`src/rtl/multicycle_control_unit.sv`:
```
// ---------------------------------------------------------------------------
// multicycle_control_unit
//
// Multi-cycle control FSM for the RISC core. Each instruction is walked
// through FETCH -> DECODE -> EXECUTE -> (MEM) -> (WRITEBACK) and the unit
// drives the ALU, register-file, memory and PC controls of the datapath.
// A HALT opcode parks the core in HALT until reset; any opcode outside the
// defined set is executed as a NOP and raises a sticky illegal_op flag.
//
// Optional feature macro: CU_PERF_CNT_EN
//   When defined, a 16-bit retired_cnt output counts the cycles in which
//   pc_en is asserted (one per retired instruction), wrapping at 16'hFFFF.
//
// Parameters:
//   OPCODE_W   opcode field width (>= 4); set bits above bit 3 => illegal
//   ALU_SEL_W  ALU select width (ADD=0 SUB=1 AND=2 OR=3 XOR=4)
//
// Ports:
//   clk          in   system clock, rising edge
//   rst_n        in   asynchronous active-low reset
//   opcode       in   opcode from the instruction register (valid in DECODE)
//   zero_flag    in   ALU zero result, used by BEQ in EXECUTE
//   mem_ready    in   memory completes the current read/write this cycle
//   mem_read     out  memory read request (instruction fetch or LOAD)
//   mem_write    out  memory write request (STORE)
//   ir_load      out  load instruction register
//   alu_sel      out  ALU operation
//   alu_src_imm  out  ALU operand B = immediate
//   reg_write    out  register-file write enable
//   wb_sel       out  writeback source: 0 = ALU, 1 = memory
//   pc_en        out  PC update enable
//   pc_sel       out  next PC: 0 = PC+1, 1 = target
//   halted       out  core halted
//   illegal_op   out  sticky illegal-opcode flag
//   retired_cnt  out  retired-instruction counter (CU_PERF_CNT_EN only)
// ---------------------------------------------------------------------------
module multicycle_control_unit #(
   parameter int OPCODE_W  = 4,
   parameter int ALU_SEL_W = 3
) (
   input  logic                 clk,
   input  logic                 rst_n,
   input  logic [OPCODE_W-1:0]  opcode,
   input  logic                 zero_flag,
   input  logic                 mem_ready,
   output logic                 mem_read,
   output logic                 mem_write,
   output logic                 ir_load,
   output logic [ALU_SEL_W-1:0] alu_sel,
   output logic                 alu_src_imm,
   output logic                 reg_write,
   output logic                 wb_sel,
   output logic                 pc_en,
   output logic                 pc_sel,
   output logic                 halted,
   output logic                 illegal_op
`ifdef CU_PERF_CNT_EN
   ,
   output logic [15:0]          retired_cnt
`endif
);

   typedef enum logic [2:0] {
      S_FETCH,
      S_DECODE,
      S_EXECUTE,
      S_MEM,
      S_WRITEBACK,
      S_HALT
   } state_t;

   // Opcodes are compared on the low nibble only after the upper bits have
   // been confirmed zero by op_legal().
   localparam logic [3:0] OP_ADD   = 4'd0;
   localparam logic [3:0] OP_SUB   = 4'd1;
   localparam logic [3:0] OP_AND   = 4'd2;
   localparam logic [3:0] OP_OR    = 4'd3;
   localparam logic [3:0] OP_XOR   = 4'd4;
   localparam logic [3:0] OP_LOAD  = 4'd5;
   localparam logic [3:0] OP_STORE = 4'd6;
   localparam logic [3:0] OP_BEQ   = 4'd7;
   localparam logic [3:0] OP_JMP   = 4'd8;
   localparam logic [3:0] OP_HALT  = 4'd15;

   localparam logic [ALU_SEL_W-1:0] ALU_ADD = ALU_SEL_W'(0);
   localparam logic [ALU_SEL_W-1:0] ALU_SUB = ALU_SEL_W'(1);
   localparam logic [ALU_SEL_W-1:0] ALU_AND = ALU_SEL_W'(2);
   localparam logic [ALU_SEL_W-1:0] ALU_OR  = ALU_SEL_W'(3);
   localparam logic [ALU_SEL_W-1:0] ALU_XOR = ALU_SEL_W'(4);

   state_t              state;
   state_t              state_next;
   logic [OPCODE_W-1:0] op_q;

   // Legal opcodes: 0..8 and 15, with every bit above bit 3 clear.
   function automatic logic op_legal(input logic [OPCODE_W-1:0] op);
      logic [OPCODE_W-1:0] upper;
      upper = op >> 4;
      if (upper != '0) begin
         return 1'b0;
      end
      return (op[3:0] <= OP_JMP) || (op[3:0] == OP_HALT);
   endfunction

   // State, latched opcode and sticky illegal flag
   always_ff @(posedge clk or negedge rst_n) begin
      if (!rst_n) begin
         state      <= S_FETCH;
         op_q       <= '0;
         illegal_op <= 1'b0;
      end else begin
         state <= state_next;
         if (state == S_DECODE) begin
            op_q <= opcode;
            if (!op_legal(opcode)) begin
               illegal_op <= 1'b1;
            end
         end
      end
   end

   // Next-state and output decode
   always_comb begin
      state_next  = state;
      mem_read    = 1'b0;
      mem_write   = 1'b0;
      ir_load     = 1'b0;
      alu_sel     = ALU_ADD;
      alu_src_imm = 1'b0;
      reg_write   = 1'b0;
      wb_sel      = 1'b0;
      pc_en       = 1'b0;
      pc_sel      = 1'b0;
      halted      = 1'b0;

      case (state)
         S_FETCH: begin
            mem_read = 1'b1;
            if (mem_ready) begin
               ir_load    = 1'b1;
               state_next = S_DECODE;
            end
         end

         S_DECODE: begin
            if (op_legal(opcode) && (opcode[3:0] == OP_HALT)) begin
               state_next = S_HALT;
            end else begin
               state_next = S_EXECUTE;
            end
         end

         S_EXECUTE: begin
            if (!op_legal(op_q)) begin
               // Illegal opcode retires as a NOP: step the PC, touch nothing.
               pc_en      = 1'b1;
               state_next = S_FETCH;
            end else begin
               case (op_q[3:0])
                  OP_ADD: begin
                     alu_sel    = ALU_ADD;
                     state_next = S_WRITEBACK;
                  end
                  OP_SUB: begin
                     alu_sel    = ALU_SUB;
                     state_next = S_WRITEBACK;
                  end
                  OP_AND: begin
                     alu_sel    = ALU_AND;
                     state_next = S_WRITEBACK;
                  end
                  OP_OR: begin
                     alu_sel    = ALU_OR;
                     state_next = S_WRITEBACK;
                  end
                  OP_XOR: begin
                     alu_sel    = ALU_XOR;
                     state_next = S_WRITEBACK;
                  end
                  OP_LOAD, OP_STORE: begin
                     // Address = base + immediate
                     alu_sel     = ALU_ADD;
                     alu_src_imm = 1'b1;
                     state_next  = S_MEM;
                  end
                  OP_BEQ: begin
                     alu_sel    = ALU_SUB;
                     pc_en      = 1'b1;
                     pc_sel     = zero_flag;
                     state_next = S_FETCH;
                  end
                  OP_JMP: begin
                     pc_en      = 1'b1;
                     pc_sel     = 1'b1;
                     state_next = S_FETCH;
                  end
                  default: begin
                     // HALT never reaches EXECUTE; treat defensively as NOP.
                     pc_en      = 1'b1;
                     state_next = S_FETCH;
                  end
               endcase
            end
         end

         S_MEM: begin
            // Address stays on the ALU for the whole access, including waits.
            alu_sel     = ALU_ADD;
            alu_src_imm = 1'b1;
            if (op_q[3:0] == OP_LOAD) begin
               mem_read = 1'b1;
               if (mem_ready) begin
                  state_next = S_WRITEBACK;
               end
            end else begin
               mem_write = 1'b1;
               if (mem_ready) begin
                  pc_en      = 1'b1;
                  state_next = S_FETCH;
               end
            end
         end

         S_WRITEBACK: begin
            reg_write  = 1'b1;
            pc_en      = 1'b1;
            wb_sel     = (op_q[3:0] == OP_LOAD);
            state_next = S_FETCH;
         end

         S_HALT: begin
            halted = 1'b1;
         end

         default: begin
            state_next = S_FETCH;
         end
      endcase

      // The state register resets to FETCH, whose decode would request a
      // fetch; suppress every output while reset is held.
      if (!rst_n) begin
         mem_read    = 1'b0;
         mem_write   = 1'b0;
         ir_load     = 1'b0;
         alu_sel     = ALU_ADD;
         alu_src_imm = 1'b0;
         reg_write   = 1'b0;
         wb_sel      = 1'b0;
         pc_en       = 1'b0;
         pc_sel      = 1'b0;
         halted      = 1'b0;
      end
   end

`ifdef CU_PERF_CNT_EN
   // One pc_en pulse per retired instruction; wraps naturally.
   always_ff @(posedge clk or negedge rst_n) begin
      if (!rst_n) begin
         retired_cnt <= '0;
      end else if (pc_en) begin
         retired_cnt <= retired_cnt + 16'd1;
      end
   end
`endif

endmodule

```
`config.mk`:
```
export PLATFORM = sky130hd
export DESIGN_NAME = multicycle_control_unit
export DESIGN_NICKNAME = d
export VERILOG_FILES = /design/src/rtl/multicycle_control_unit.sv
export SDC_FILE = /design/constraint.sdc
export NUM_CORES = 1
export LEC_CHECK = 0
export ABC_AREA = 0
export CORE_AREA = 2 2 41 46
export CTS_BUF_LIST = sky130_fd_sc_hd__clkbuf_8 sky130_fd_sc_hd__clkbuf_16
export DETAILED_ROUTE_END_ITERATION = 12
export DIE_AREA = 0 0 43 48
export PLACE_DENSITY = 0.8
export SYNTH_ARGS = -nofsm -noshare
export SYNTH_HDL_FRONTEND = slang
export SYNTH_SLANG_ARGS = --single-unit
```
`constraint.sdc`:
```
create_clock -name clk -period 1.9 [get_ports clk]
set_clock_uncertainty 0.15 [all_clocks]
set_input_delay 0.475 -clock clk [delete_from_list [all_inputs] [get_ports clk]]
set_output_delay 0.475 -clock clk [all_outputs]
set_load 0.005 [all_outputs]
```
=== After elaboration in Yosys (flattened, before gate mapping) ===
Index checks and enable logic that the tools add are counted.

* Flip-flop bits (word level): 8
* Bits of input ports: 8
* Output and inout port bits: 13
* Logic and storage cells: 81

* Order comparisons: 2
* Equal/unequal tests: 17
* Muxes and demuxes: 46
* Bitwise logic cells: 2
* Reduce and logical (&&, ||, !) cells: 11

{| class="wikitable"
|+ Operators with widths
! kind !! number
|-
| 1-bit 2-to-1 mux || 30
|-
| 3-bit 2-to-1 mux || 9
|-
| 4-bit by 3-bit == test with 1-bit output (second input constant) || 4
|-
| 3-bit one-hot mux with 5 select lines || 1
|-
| 4-bit == test (second input constant) || 3
|-
| 3-bit one-hot mux with 4 select lines || 1
|-
| 4-bit by 2-bit == test with 1-bit output (second input constant) || 2
|-
| 4-bit less-or-equal comparator (second input constant) || 2
|-
| 7-bit OR reduction || 1
|-
| 3-bit by 2-bit == test with 1-bit output (second input constant) || 2
|-
| 3-bit == test (second input constant) || 2
|-
| 1-bit one-hot mux with 2 select lines || 3
|-
| 3-bit one-hot mux with 2 select lines || 1
|-
| 5-bit OR reduction || 1
|-
| 4-bit by 1-bit == test with 1-bit output (second input constant) || 1
|-
| 4-bit logical NOT || 1
|-
| 2-bit != test (second input constant) || 2
|-
| 2-bit OR reduction || 2
|-
| 3-bit by 1-bit == test with 1-bit output (second input constant) || 1
|-
| 3-bit logical NOT || 1
|-
| 1-bit one-hot mux with 3 select lines || 1
|-
| 3-bit AND reduction || 1
|-
| 1-bit logical OR || 2
|-
| 1-bit inverter || 2
|-
| 2 further kinds || 2
|}

=== Depth between registers and ports, before layout ===
* Depth after elaboration: 7
* Mapped depth: 4
* Depth with buffers taken out: 3

=== Least setup slack after synthesis ===
Ideal clock, no wire load.

* Path kind: reg2out
* From: reg op_q[1]
* To: out mem_read
* Data arrival time: 1.100 ns
* Data required time: 1.275 ns
* Setup slack: 0.175 ns
* Stages on the path, launching flop included: 5
* Buffers on the path: 1
* Path through: dfrtp_1 -> buf_6 -> nand4bb_4 -> or2_1 -> a21boi_1

* Word-level cells in the longest chain between the ends: 4

{| class="wikitable"
|+ Ends and longest elaborated chain
! element !! line !! source
|-
| start, declared || 93 || <nowiki>logic [OPCODE_W-1:0] op_q;</nowiki>
|-
| start signal, assigned || 114 || <nowiki>op_q <= opcode;</nowiki>
|-
| 4-bit by 3-bit == test with 1-bit output || 210 || <nowiki>if (op_q[3:0] == OP_LOAD) begin</nowiki>
|-
| 1-bit 2-to-1 mux || 210 ||
|-
| 1-bit one-hot mux with 2 select lines || 136 || <nowiki>case (state)</nowiki>
|-
| 1-bit 2-to-1 mux || 242 || <nowiki>if (!rst_n) begin</nowiki>
|-
| end, declared || 46 || <nowiki>output logic mem_read,</nowiki>
|}

Every way passes these cells.

=== Worst setup path after layout ===
* From: reg op_q[2]
* To: out pc_en

* Word-level cells in the longest chain between the ends: 7
* Elaborated cells between the ends (all ways): 18
* Classes of those cells: 1 x order compare; 7 x eq/ne; 7 x mux; 3 x reduce/logical

{| class="wikitable"
|+ Ends and longest elaborated chain
! element !! line !! source
|-
| 4-bit less-or-equal comparator / 4-bit == test (equally long branches) || 102 || <nowiki>return (op[3:0] <= OP_JMP) || (op[3:0] == OP_HALT);</nowiki>
|-
| 1-bit logical OR || 102 ||
|-
| 1-bit 2-to-1 mux || 102 ||
|-
| 1-bit 2-to-1 mux || 136 ||
|-
| 1-bit 2-to-1 mux || 154 || <nowiki>if (!op_legal(op_q)) begin</nowiki>
|-
| 1-bit one-hot mux with 3 select lines (*) || 136 ||
|-
| 1-bit 2-to-1 mux (*) || 242 ||
|-
| end, declared || 53 || <nowiki>output logic pc_en,</nowiki>
|}

Mark *: on every way between the ends. The rest lies on a longest branch, timed or not. The select of a mux whose other input is x is not followed.

==> metrics.yaml <==
outcome:
  status: "finished with violations"
  violations: "negative setup slack"
global_route:
  antenna_found_initial: 0
  grt_pass1_vias: 810
  grt_max_degree: 10
  grt_pass1_wl_mm: 3.37
  grtUsageTotal_pct: 22.4
  grt_overflow: 0
worst_setup_path:
  cp-end-kind: "primary output"
  worstPathRequired_ns: 1.27
  crit_chain: "buf_6 -> buf_6 -> a211o_1 -> o21ai_1 -> o21ai_1 -> buf_2"
  crit_type: "reg -> out"
  worstSetupStartpointType: "flip-flop"
  cp_max_fo: 5
  max_stage_delay_ns: 0.43
  cp.arrival_ns: 1.41
  crit_path_top_delay_cell: "dfrtp_2"
cts:
  cts_hold_buf: 0
  htree_levels: 1
  clk_latency_ns: 0.23
  clock-sinks: 8
  ctsRootBufferMaster: "clkbuf_8"
  clk_pin_slew_ns: 0.04
  cts_tree: "yes"
  cts_buffers: 3
  cts_max_path_buffers: 2
floorplan:
  die_y_um: 48
  ios: 21
  initial_core_util_pct: 42.2
  core-area_sq_um: 1580
  rows: 15
  die-width_um: 43
  die_area_sq_um: 2060
sta:
  fmax_mhz: 492
  final-setup-viol-count: 7
  hold_viol: 0
  relSlewSlack_pct: 82.8
  tns_ns: -0.427
  setup_slack_ns: -0.131
  slew_violations: 0
  rsz0062_at_grt: "true"
  period_share_pct: 107
  min_period_ns: 2.03
  worst_slew_pin_slew_ns: 0.258
logic_synthesis:
  ys.flop_type: "dfrtp_1"
  avgSynthCellArea_sq_um: 9.12
  ys_ff_latch: 8
  synth_cells: 73
  ys_warn_count: 0
  synth.distinct_cells: 34
  async_flop_share_pct: 100
  synth_edf_count: 0
  synth_nets: 81
  mappedNetlistArea_sq_um: 666
  synth_seq_area_share_pct: 30.1
detailed_routing:
  vias: 789
  drtIter0Drc: 11
  drt-total-wl_mm: 2.22
  route.detailed.drc: 0
  vias_per_cell: 5.56
  drt-pass1-iter-count: 4
  wl_per_cell_um: 15.7
  ant_nets: 0
power:
  p_per_area_nw_per_um2: 1610
  irDropWorstVdd_mv: 1.14
  total_power_uw: 1960
  swShare_pct: 39.7
  seqPwrFrac_pct: 17.9
  clkPwrFrac_pct: 10.2
  cellLeakagePower_uw: 0.000579
  comb_power_share_pct: 71.9
  p_sw_uw: 781
  internal_power_uw: 1180
final_layout:
  layout_common_cells: "buf_4 (24), buf_2 (10), buf_6 (10)"
  instances_no_fill: 142
  layout_commonest_cell: "buf_4"
  drive_gt1_share_pct: 59.2
  antenna_cells: 0
  nNetsFinal: 135
  area_delta_synth_final_pct: 83.1
place:
  dp_hpwl_mm: 1.30
  dp_cells: 126
  place_congestion: 0.807
  port_buffers: 20
worst_hold_path:
  hold_path_class: "in -> async"
flow_run:
  maxCapViolCount: 0
routing by layer:
metal  vias up  part of all wire, %  GRT usage (%)
li1        371                    -              -
met1       373                   40           24.2
met2        37                   53           41.5
met3         8                  3.7           3.02
met4         0                  3.5           15.8
met5         -                    0              0
logic make-up (layout without fill, tap and decap cells):
kind of cell,count (synthesis),in the layout,synth area share (%)
muxes,4,4,6.77
buffers and inverters,9,61,10.7
and+or+nand+nor,33,33,32.0
AOI/OAI and AO/OA,18,18,19.2
xor gates and xnor gates,1,1,1.32
DFF,8,8,30.1
worst max-delay path, delay by kind of cell, from the launching register on:
kind | cells | cell delay, ns
DFF | 1 | 0.43
AOI/OAI and AO/OA | 3 | 0.39
buffers and inverters | 3 | 0.35
repair_timing:
item / 4_1_cts / 5_1_grt
pin swaps: 9 / 8
gates resized for setup: 71 / 13
buffers inserted: 10 / 3
endpoints found under the setup margin: 12 / 15
metrics by stage:
step / hold slack (ns) / util [%] / setup slack [ns] / cell area (sq um)
global placement: 0.310 / 62.7 / -0.733 / 988
finish: 0.314 / 77.3 / -0.131 / 1220
CTS: 0.295 / 73.2 / -0.132 / 1150
floorplan: 0.0294 / - / 0.175 / 666
detailed placement: 0.312 / 62.7 / -0.798 / 988
global route: 0.323 / 77.3 / -0.200 / 1220
layout make-up:
class,count,area [sq um]
Fill cell,102,358
Clock buffer,3,41.3
Inverter,4,15.0
Multi-Input combinational cell,56,502
Tap cell,17,21.3
Sequential cell,8,203
Timing Repair Buffer,54,437
path summary, 6_finish.rpt:
check / from / to / slack [ns] / depth (start not counted)
max: op_q[2] / pc_en / -0.13 / 6
min: rst_n / state[0] / 0.31 / 4
max reg2reg: op_q[2] / state[0] / 0.10 / 7
min reg2reg: illegal_op / illegal_op / 0.32 / 1
max in group asynchronous: rst_n / op_q[2] / 1.14 / 4
min in group clk: illegal_op / illegal_op / 0.32 / 1
Yosys cell counts (2+ instances only):
library cell  number  area, sq um
mux2_2             4         45.0
nand2_1            4         15.0
inv_1              4         15.0
nor2_1             8         30.0
nand3_1            3         15.0
dfrtp_1            8          200
and2b_1            2         15.0
a32oi_1            2         17.5
nor3_1             2         10.0
buf_6              5         56.3
nor4b_1            3         26.3
o21ai_0            6         30.0
power by group through the flow:
stage / Combinational [uW] / Sequential (uW) / Clock [uW]
3_5_place_dp: 970 / 336 / 0
5_1_grt: 1500 / 358 / 216
2_1_floorplan: 604 / 319 / 0
4_1_cts: 1210 / 339 / 205
6_report: 1410 / 351 / 201
3_3_place_gp: 943 / 328 / 0
registers in the layout (all words and copies together) (netlist names):
register,count
state,3
illegal_op,1
op_q,4
No activity file was read; power rests on OpenSTA's default activity.
